<file path="src/rtl/ama_riscv_imm_gen_pipe_pkg.sv">
// Shared defines for the immediate generator: DFF macros, format select,
// queue state encoding and the generic immediate decode function.

`ifndef AMA_RISCV_DFF_MACROS
`define AMA_RISCV_DFF_MACROS
// Plain flop with synchronous active-high reset.
`define DFF_RST(CLK, RST, RV, D, Q) \
  always_ff @(posedge CLK) begin \
    if (RST) Q <= RV; \
    else Q <= D; \
  end
// Flop with load enable and synchronous active-high reset.
`define DFF_EN_RST(CLK, RST, EN, RV, D, Q) \
  always_ff @(posedge CLK) begin \
    if (RST) Q <= RV; \
    else if (EN) Q <= D; \
  end
`endif

package ama_riscv_imm_gen_pipe_pkg;

  // Immediate format select; IG_Z_TYPE appended after the original encodings.
  typedef enum logic [2:0] {
    IG_DISABLED = 3'd0,
    IG_I_TYPE   = 3'd1,
    IG_S_TYPE   = 3'd2,
    IG_B_TYPE   = 3'd3,
    IG_J_TYPE   = 3'd4,
    IG_U_TYPE   = 3'd5,
    IG_Z_TYPE   = 3'd6
  } ig_sel_t;

  // Occupancy of the 2-entry result queue.
  typedef enum logic [1:0] {
    Q_EMPTY = 2'd0,
    Q_HALF  = 2'd1,
    Q_FULL  = 2'd2
  } ig_q_state_t;

  // Decodes at the widest supported XLEN; callers truncate to their width.
  // Sign extension is already replicated to bit 63, so truncation keeps it.
  // IG_DISABLED decodes to zero here; the caller substitutes its held value.
  function automatic logic [63:0] imm_decode(input ig_sel_t   sel,
                                             input logic [31:7] d,
                                             input logic        en_z);
    logic [63:0] imm;
    imm = '0;
    case (sel)
      IG_I_TYPE: imm = {{52{d[31]}}, d[31:20]};
      IG_S_TYPE: imm = {{52{d[31]}}, d[31:25], d[11:7]};
      IG_B_TYPE: imm = {{52{d[31]}}, d[7], d[30:25], d[11:8], 1'b0};
      IG_J_TYPE: imm = {{44{d[31]}}, d[19:12], d[20], d[30:21], 1'b0};
      IG_U_TYPE: imm = {{32{d[31]}}, d[31:12], 12'h000};
      IG_Z_TYPE: imm = en_z ? {59'd0, d[19:15]} : 64'd0;
      default:   imm = '0;
    endcase
    return imm;
  endfunction

endpackage

</file>
<file path="src/rtl/ama_riscv_skid_buf.sv">
// Two-entry in-order result queue (EMPTY/HALF/FULL). Head entry is always
// presented on o_head; it keeps its last value when the queue drains.

module ama_riscv_skid_buf
  import ama_riscv_imm_gen_pipe_pkg::*;
#(
  parameter int W = 32
) (
  input  logic          clk,
  input  logic          rst,
  input  logic          i_flush,
  input  logic          i_push,
  input  logic [W-1:0]  i_push_data,
  input  logic          i_pop,
  output ig_q_state_t   o_state,
  output logic [W-1:0]  o_head
);

  // Handshake: i_push/i_pop are already qualified by the owner (valid &&
  // ready); a push in FULL or a pop in EMPTY is ignored. Flush wins over both.

  ig_q_state_t r_state;
  ig_q_state_t w_state_nxt;
  logic [W-1:0] r_head;
  logic [W-1:0] r_tail;
  logic [W-1:0] w_head_d;
  logic         w_head_we;
  logic         w_tail_we;

  // Next-state and entry write enables.
  always_comb begin
    w_state_nxt = r_state;
    w_head_we   = 1'b0;
    w_head_d    = i_push_data;
    w_tail_we   = 1'b0;
    if (i_flush) begin
      w_state_nxt = Q_EMPTY;
    end else begin
      case (r_state)
        Q_EMPTY: begin
          if (i_push) begin
            w_head_we   = 1'b1;
            w_state_nxt = Q_HALF;
          end
        end
        Q_HALF: begin
          if (i_push && i_pop) begin
            // Old head leaves, new entry becomes head immediately.
            w_head_we = 1'b1;
          end else if (i_push) begin
            w_tail_we   = 1'b1;
            w_state_nxt = Q_FULL;
          end else if (i_pop) begin
            w_state_nxt = Q_EMPTY;
          end
        end
        Q_FULL: begin
          if (i_pop) begin
            w_head_we   = 1'b1;
            w_head_d    = r_tail;
            w_state_nxt = Q_HALF;
          end
        end
        default: w_state_nxt = Q_EMPTY;
      endcase
    end
  end

  // Queue state register.
  `DFF_RST(clk, rst, Q_EMPTY, w_state_nxt, r_state)

  // Head entry, drives the output.
  `DFF_EN_RST(clk, rst, w_head_we, '0, w_head_d, r_head)

  // Second entry, only written when HALF fills to FULL.
  `DFF_EN_RST(clk, rst, w_tail_we, '0, i_push_data, r_tail)

  assign o_state = r_state;
  assign o_head  = r_head;

endmodule

</file>
<file path="src/rtl/ama_riscv_imm_gen_pipe.sv">
// Pipelined immediate generator: decodes the immediate of an accepted
// request, remembers the last real immediate for IG_DISABLED requests, and
// queues results in a 2-entry buffer with valid/ready on both sides.

module ama_riscv_imm_gen_pipe
  import ama_riscv_imm_gen_pipe_pkg::*;
#(
  parameter int   XLEN     = 32,   // 32 or 64 only
  parameter logic EN_ZTYPE = 1'b1
) (
  input  logic            clk,
  input  logic            rst,
  input  logic            flush,
  input  logic            in_valid,
  output logic            in_ready,
  input  ig_sel_t         sel_in,
  input  logic [31:7]     d_in,
  output logic            out_valid,
  input  logic            out_ready,
  output logic [XLEN-1:0] d_out
);

  // Handshake: a transfer happens on a rising edge where valid && ready are
  // both high and flush is low. in_ready depends only on registered queue
  // state and rst, never on out_ready; out_valid/d_out hold under stall.

  ig_q_state_t     w_q_state;
  logic [XLEN-1:0] w_imm;
  logic [XLEN-1:0] w_push_data;
  logic [XLEN-1:0] r_last_imm;
  logic            w_is_dis;
  logic            w_push;
  logic            w_pop;
  logic            w_last_en;

  assign in_ready  = !rst && (w_q_state != Q_FULL);
  assign out_valid = (w_q_state != Q_EMPTY);

  assign w_push    = in_valid && in_ready && !flush;
  assign w_pop     = out_valid && out_ready && !flush;

  assign w_imm       = XLEN'(imm_decode(sel_in, d_in, EN_ZTYPE));
  assign w_is_dis    = (sel_in == IG_DISABLED);
  assign w_push_data = w_is_dis ? r_last_imm : w_imm;
  assign w_last_en   = w_push && !w_is_dis;

  // Last immediate produced by an accepted non-disabled request.
  `DFF_EN_RST(clk, rst, w_last_en, '0, w_imm, r_last_imm)

  ama_riscv_skid_buf #(
    .W (XLEN)
  ) u_skid_buf (
    .clk         (clk),
    .rst         (rst),
    .i_flush     (flush),
    .i_push      (w_push),
    .i_push_data (w_push_data),
    .i_pop       (w_pop),
    .o_state     (w_q_state),
    .o_head      (d_out)
  );

endmodule

</file>
<file path="config.mk">
export PLATFORM = sky130hd
export DESIGN_NAME = ama_riscv_imm_gen_pipe
export DESIGN_NICKNAME = d
export VERILOG_FILES = /design/src/rtl/ama_riscv_imm_gen_pipe_pkg.sv /design/src/rtl/ama_riscv_skid_buf.sv /design/src/rtl/ama_riscv_imm_gen_pipe.sv
export SDC_FILE = /design/constraint.sdc
export NUM_CORES = 1
export LEC_CHECK = 0
export BUFFER_PORTS_ARGS = -buffer_cell sky130_fd_sc_hd__buf_2
export CAP_MARGIN = 30
export CORE_MARGIN = 4
export CORE_UTILIZATION = 58
export CTS_CLUSTER_SIZE = 16
export DETAILED_ROUTE_END_ITERATION = 10
export GPL_ROUTABILITY_DRIVEN = 0
export GPL_TIMING_DRIVEN = 1
export PLACE_DENSITY = 0.8
export RECOVER_POWER = 50
export SETUP_SLACK_MARGIN = 0.4
export SYNTH_ARGS = -nofsm -noshare
export SYNTH_HDL_FRONTEND = slang
export SYNTH_SLANG_ARGS = --single-unit
</file>
<file path="constraint.sdc">
create_clock -name clk -period 2.19 [get_ports clk]
set_input_delay 0.438 -clock clk [delete_from_list [all_inputs] [get_ports clk]]
set_output_delay 0.438 -clock clk [all_outputs]
set_load 0.05 [all_outputs]
</file>
---- Word-level counts from Yosys, hierarchy flattened ----
Index checks and enable logic that the tools add are counted.
W data, S select, Z words.
storage, ports and cells
  output and inout bits ................... 34
  bits in registers ....................... 98
  input bits .............................. 33
  logic and storage cells ................. 51
cells by class
  muxes and demuxes ....................... 19
  reductions and logical operators ........ 15
  equality and inequality tests ........... 13
operator list
  cell                  number
  $pmux W32 S6          1
  $mux W32              4
  $mux W2               5
  $eq A3 B3 Y1 const B  3
  $logic_and A1 B1 Y1   7
  $mux W1               7
  $eq A3 B2 Y1 const B  2
  $pmux W2 S3           1
  $ne A2 B1 Y1 const B  2
  $ne A2 B2 Y1 const B  2
  $reduce_and A4 Y1     1
  $eq A3 B1 Y1 const B  1
  $logic_not A1 Y1      3
  $logic_not A3 Y1      1
  $ne A3 B1 Y1 const B  1
  $pmux W1 S3           1
  $eq A2 B1 Y1 const B  1
  $eq A2 B2 Y1 const B  1
  $logic_not A2 Y1      1
  $reduce_bool A2 Y1    1
  $reduce_or A2 Y1      1

---- Depth between registers and ports, before layout ----
  depth in word-level cells ............... 8
  depth in mapped cells ................... 7
  depth with buffers taken out ............ 4

---- Hierarchy ----
Synthesis repeated with hierarchy kept, for this count alone.
second synthesis, totals
  cells, all modules ...................... 538
  area total of the unflattened synthesis .. 5067.4 um^2
modules (own cells, without submodules)
  module                  times used  cells each  area each (um^2)  seq. area each (um^2)
  ama_riscv_skid_buf      1           322         3052.9            1321.3
  ama_riscv_imm_gen_pipe  1           216         2014.4            640.6

---- Worst setup path before layout ----
Ideal clock, no wire load.
  path kind ............................... input port to output port
  from .................................... input port rst
  to ...................................... output port in_ready
  setup slack ............................. 0.142 ns
  path buffers ............................ 3
  stages .................................. 4
  data required time ...................... 1.752 ns
  data arrival time ....................... 1.610 ns
  cell sequence ........................... buf_6 > clkbuf_1 > clkbuf_1 > nor2_1
on the way
  longest elaborated chain between the ends .. 2
ends and longest elaborated chain
  element              line                          RTL
  from (decl)          ama_riscv_imm_gen_pipe.sv:12  input logic rst,
  $logic_not A1 Y1     ama_riscv_imm_gen_pipe.sv:36  assign in_ready = !rst && (w_q_state != Q_FULL);
  $logic_and A1 B1 Y1  ama_riscv_imm_gen_pipe.sv:36
  to (decl)            ama_riscv_imm_gen_pipe.sv:15  output logic in_ready,
No other way between the ends.

---- Final worst setup path ----
  from .................................... register u_skid_buf.r_state[1], in the netlist u_skid_buf.o_state[1]
  to ...................................... output port in_ready
on the way
  longest elaborated chain between the ends .. 2
ends and longest elaborated chain
  element              line                          RTL
  from (decl)          ama_riscv_skid_buf.sv:22      ig_q_state_t r_state;
  $ne A2 B2 Y1         ama_riscv_imm_gen_pipe.sv:36
  $logic_and A1 B1 Y1  ama_riscv_imm_gen_pipe.sv:36
No other way between the ends.

==> key figures <==
Yosys
  – Post-Syn Area: 4940 µm²
  – Syn_nets: 584
  – Yosys reg bits: 98
  – Post-synth EDFFs: 0
  – Post-synthesis sequential area ratio: around two fifths
  – Avg Inst Size Synth: 8.97 µm²
  – Post-synthesis cell type count: 57
  – Ys Warns: 0
  – Synthesized instance count: 551
  – Main synth FF type: dfxtp_1
  – Post-synth ARST share: 0%

Critical path
  – Critical path depth in cells: 4
  – WP data required: 1750 ps
  – Critical path capture point type: primary output
  – Crit Path Max Fanout: 9
  – Reg2Reg Depth: 5
  – Crit path max-delay cell type: dfxtp_1
  – Crit start category: flip-flop
  – Family with the most delay on the worst path: flip-flops
  – Worst EP arrival: between 1000 and 1500 ps
  – Crit path kind: flip-flop to primary output
  – Buf/Inv on CP: 2
  – Crit-path cells: nor2b_1 -> buf_6 -> nor2_4 -> buf_4
  – Worst path max stage delay: 470 ps

Drt
  – DRT Pass-1 Iters: 5
  – DR vias/cell: about 6.3
  – DR iter-0 viols: 296
  – Routed len/inst: 18.2 µm
  – Post-DRT Antenna Nets: 0
  – Routed WL: 13000 µm
  – Vias: 4520
  – DRC: 0

Cells and area
  – Fill count: just over 700
  – NumNets Final: 636
  – Antenna fix cells: 0
  – Utilization after layout: 67.5%
  – Multi-input logic area: 2660 µm²
  – P&R area growth vs syn: 12.8%
  – Share of cells above drive strength 1: 20.6%
  – Register area: 1960 µm²
  – Cell area after layout: 5580 µm²

STA
  – Setup ws final: between 300 and 400 ps
  – Max Clk Rate: 0.546 GHz
  – Final period util: 83.6%
  – Slew HR: 59.8%
  – RSZ-0062 raised after global routing: no
  – Sum Neg Setup Slack: 0 ps
  – Endpoints failing hold: 0
  – Worst slew pin tran: 605 ps
  – Clock Skews: between 10 and 15 ps
  – Max Slew Vio Count: 0
  – Final setup viols: 0
  – Min Clock Period, post-route: 1830 ps

Power
  – Pwr per Cell Area: slightly below 700 nW/µm²
  – Worst VDD drop: 464 µV
  – PnR Total Power: 3.77 mW
  – Leak: 2.04 nW

GRT
  – Number of global-route vias before repair: 4270
  – GR Util All Layers: a little over a quarter
  – First-pass GRT wire length: 21100 µm
  – Remaining Overflow, GRT: 0
  – Largest net degree at the start of global routing: 31
  – Initial antenna violation count: 0

Run
  – Max-cap violations: 0

Clocking
  – # clock sinks: 98
  – Clock Tree Buf Depth: 2
  – H-tree depth: 3
  – Clock Latency Late Sink: 360 ps
  – Clock transition at the registers of the reported paths: 90 ps
  – CTS root buf: clkbuf_8
  – Num CTS Buffers: 9
  – CTS tree: built

Place
  – Post-DP HPWL: roughly 9000 µm
  – Area after DPL: roughly 5400 µm²
  – Place WS: -1.95 ps
  – Port Buffers: 66

Floorplanning
  – Core box area: 8260 µm²
  – Die Height: 100 µm
  – Cell row count: 33
  – Die W: 100 µm
  – # IOs: 67
  – Starting Density: between 50% and 60%
  – Full die area: between 10000 and 15000 µm²

Outcome
  – Status: complete, no violations

Worst hold path
  – Worst Hold Class: input pin to flip-flop
  – Worst Hold Path Cells: 2
[worst paths after layout]
path,slack (ps),end,start
setup / recovery,360,in_ready,u_skid_buf.o_state[1]
hold / removal,320,u_skid_buf.o_state[1],flush
setup reg to reg,460,u_skid_buf.r_tail[21],u_skid_buf.o_state[0]
hold reg to reg,460,u_skid_buf.o_head[26],u_skid_buf.o_head[26]
[placed cells by master, fill, tap and decap left out, types with 3 or more instances in the layout]
cell type and instances:
a21oi_1 16, nor2b_1 17, o32ai_1 12, buf_2 32, o211ai_1 8, nand2b_1 13
nor3_1 12, buf_4 25, a32o_1 11, nor4bb_1 11, a311oi_1 7, nor4b_1 7
nor2_1 90, clkbuf_1 36, a221oi_1 11, nor2_2 3, a22oi_1 13, a31oi_1 3
o211a_1 7, inv_1 15, clkbuf_8 9, or2b_1 4, buf_12 3, a221o_1 4
a211oi_1 35, a211oi_2 12, mux2_2 16, dfxtp_1 97, a22o_1 9, nand2_1 23
[state kept, by name, summed over array words and instances (netlist names)]
| signal | cells |
|---|---|
| u_skid_buf.r_tail | 32 |
| u_skid_buf.o_head | 32 |
| r_last_imm | 32 |
| u_skid_buf.o_state | 2 |
[area by class of cell]
type | instances | area share [%]
Sequential cell | 98 | 35.2
Clock inverter | 5 | 1.55
Timing Repair Buffer | 96 | 9.89
Clock buffer | 11 | 2.36
Tap cell | 105 | 2.36
Multi-Input combinational cell | 383 | 47.6
Inverter | 15 | 1.01
[worst register-to-register path: cells and delay by family (launching register included)]
kind                   cells  cell delay (ps)
DFF                        1              390
buffers and inverters      1              400
AOI/OAI and AO/OA          1              250
and+or+nand+nor            3              590
[per-layer routing]
layer,part of all wire (%),track usage [%]
met4,1.7,8.81
met5,0,0
met1,46,35.8
met2,47,41.5
met3,5.9,4.52
[kinds of logic after synthesis]
family                     Yosys count  share of synthesized area, %
AOI/OAI and AO/OA                  159                          26.8
adders and majority gates            1                         0.202
buffers and inverters               70                          6.86
DFF                                 98                          39.7
muxes                               18                          4.05
and+or+nand+nor                    205                          22.4
[metrics by stage]
stage,cells,hold WS (ps)
after floorplan,551,427
after global placement,695,433
after detailed placement,695,442
after CTS,711,302
after global routing,713,326
final,713,321
[power by group]
group / switching [mW] / leakage, nW / internal, mW / total, mW
combinational: 0.396 / 1.14 / 0.218 / 0.614
sequential: 0.0325 / 0.796 / 1.84 / 1.87
clock: 0.632 / 0.108 / 0.653 / 1.29
total: 1.06 / 2.04 / 2.71 / 3.77
[synthesized netlist by cell type, types with 3 or more instances]
cell,n,area [µm²]
a211oi_1,34,255
a211oi_2,13,163
a21oi_1,17,85.1
a221o_1,4,40.0
a221oi_1,11,96.3
a22o_1,9,78.8
a22oi_1,13,97.6
a311oi_1,7,61.3
a31oi_1,3,18.8
a32o_1,11,110
buf_2,19,95.1
buf_4,4,30.0
buf_6,5,56.3
clkbuf_1,26,97.6
dfxtp_1,98,1960
inv_1,15,56.3
mux2_2,16,180
nand2_1,24,90.1
nand2b_1,13,81.3
nor2_1,92,345
nor2b_1,17,106
nor3_1,12,60.1
nor4b_1,7,61.3
nor4bb_1,11,110
o211a_1,7,70.1
o211ai_1,8,60.1
o32ai_1,12,105
or2b_1,4,30.0
[what timing repair did]
action	in CTS	in global routing
cloned	0	0
hold buffers	0	0
setup endpoints to repair	23	22
buffers inserted	0	2
pin swaps	0	1
resized for setup	5	7
Power figures use the tool's default switching activity.
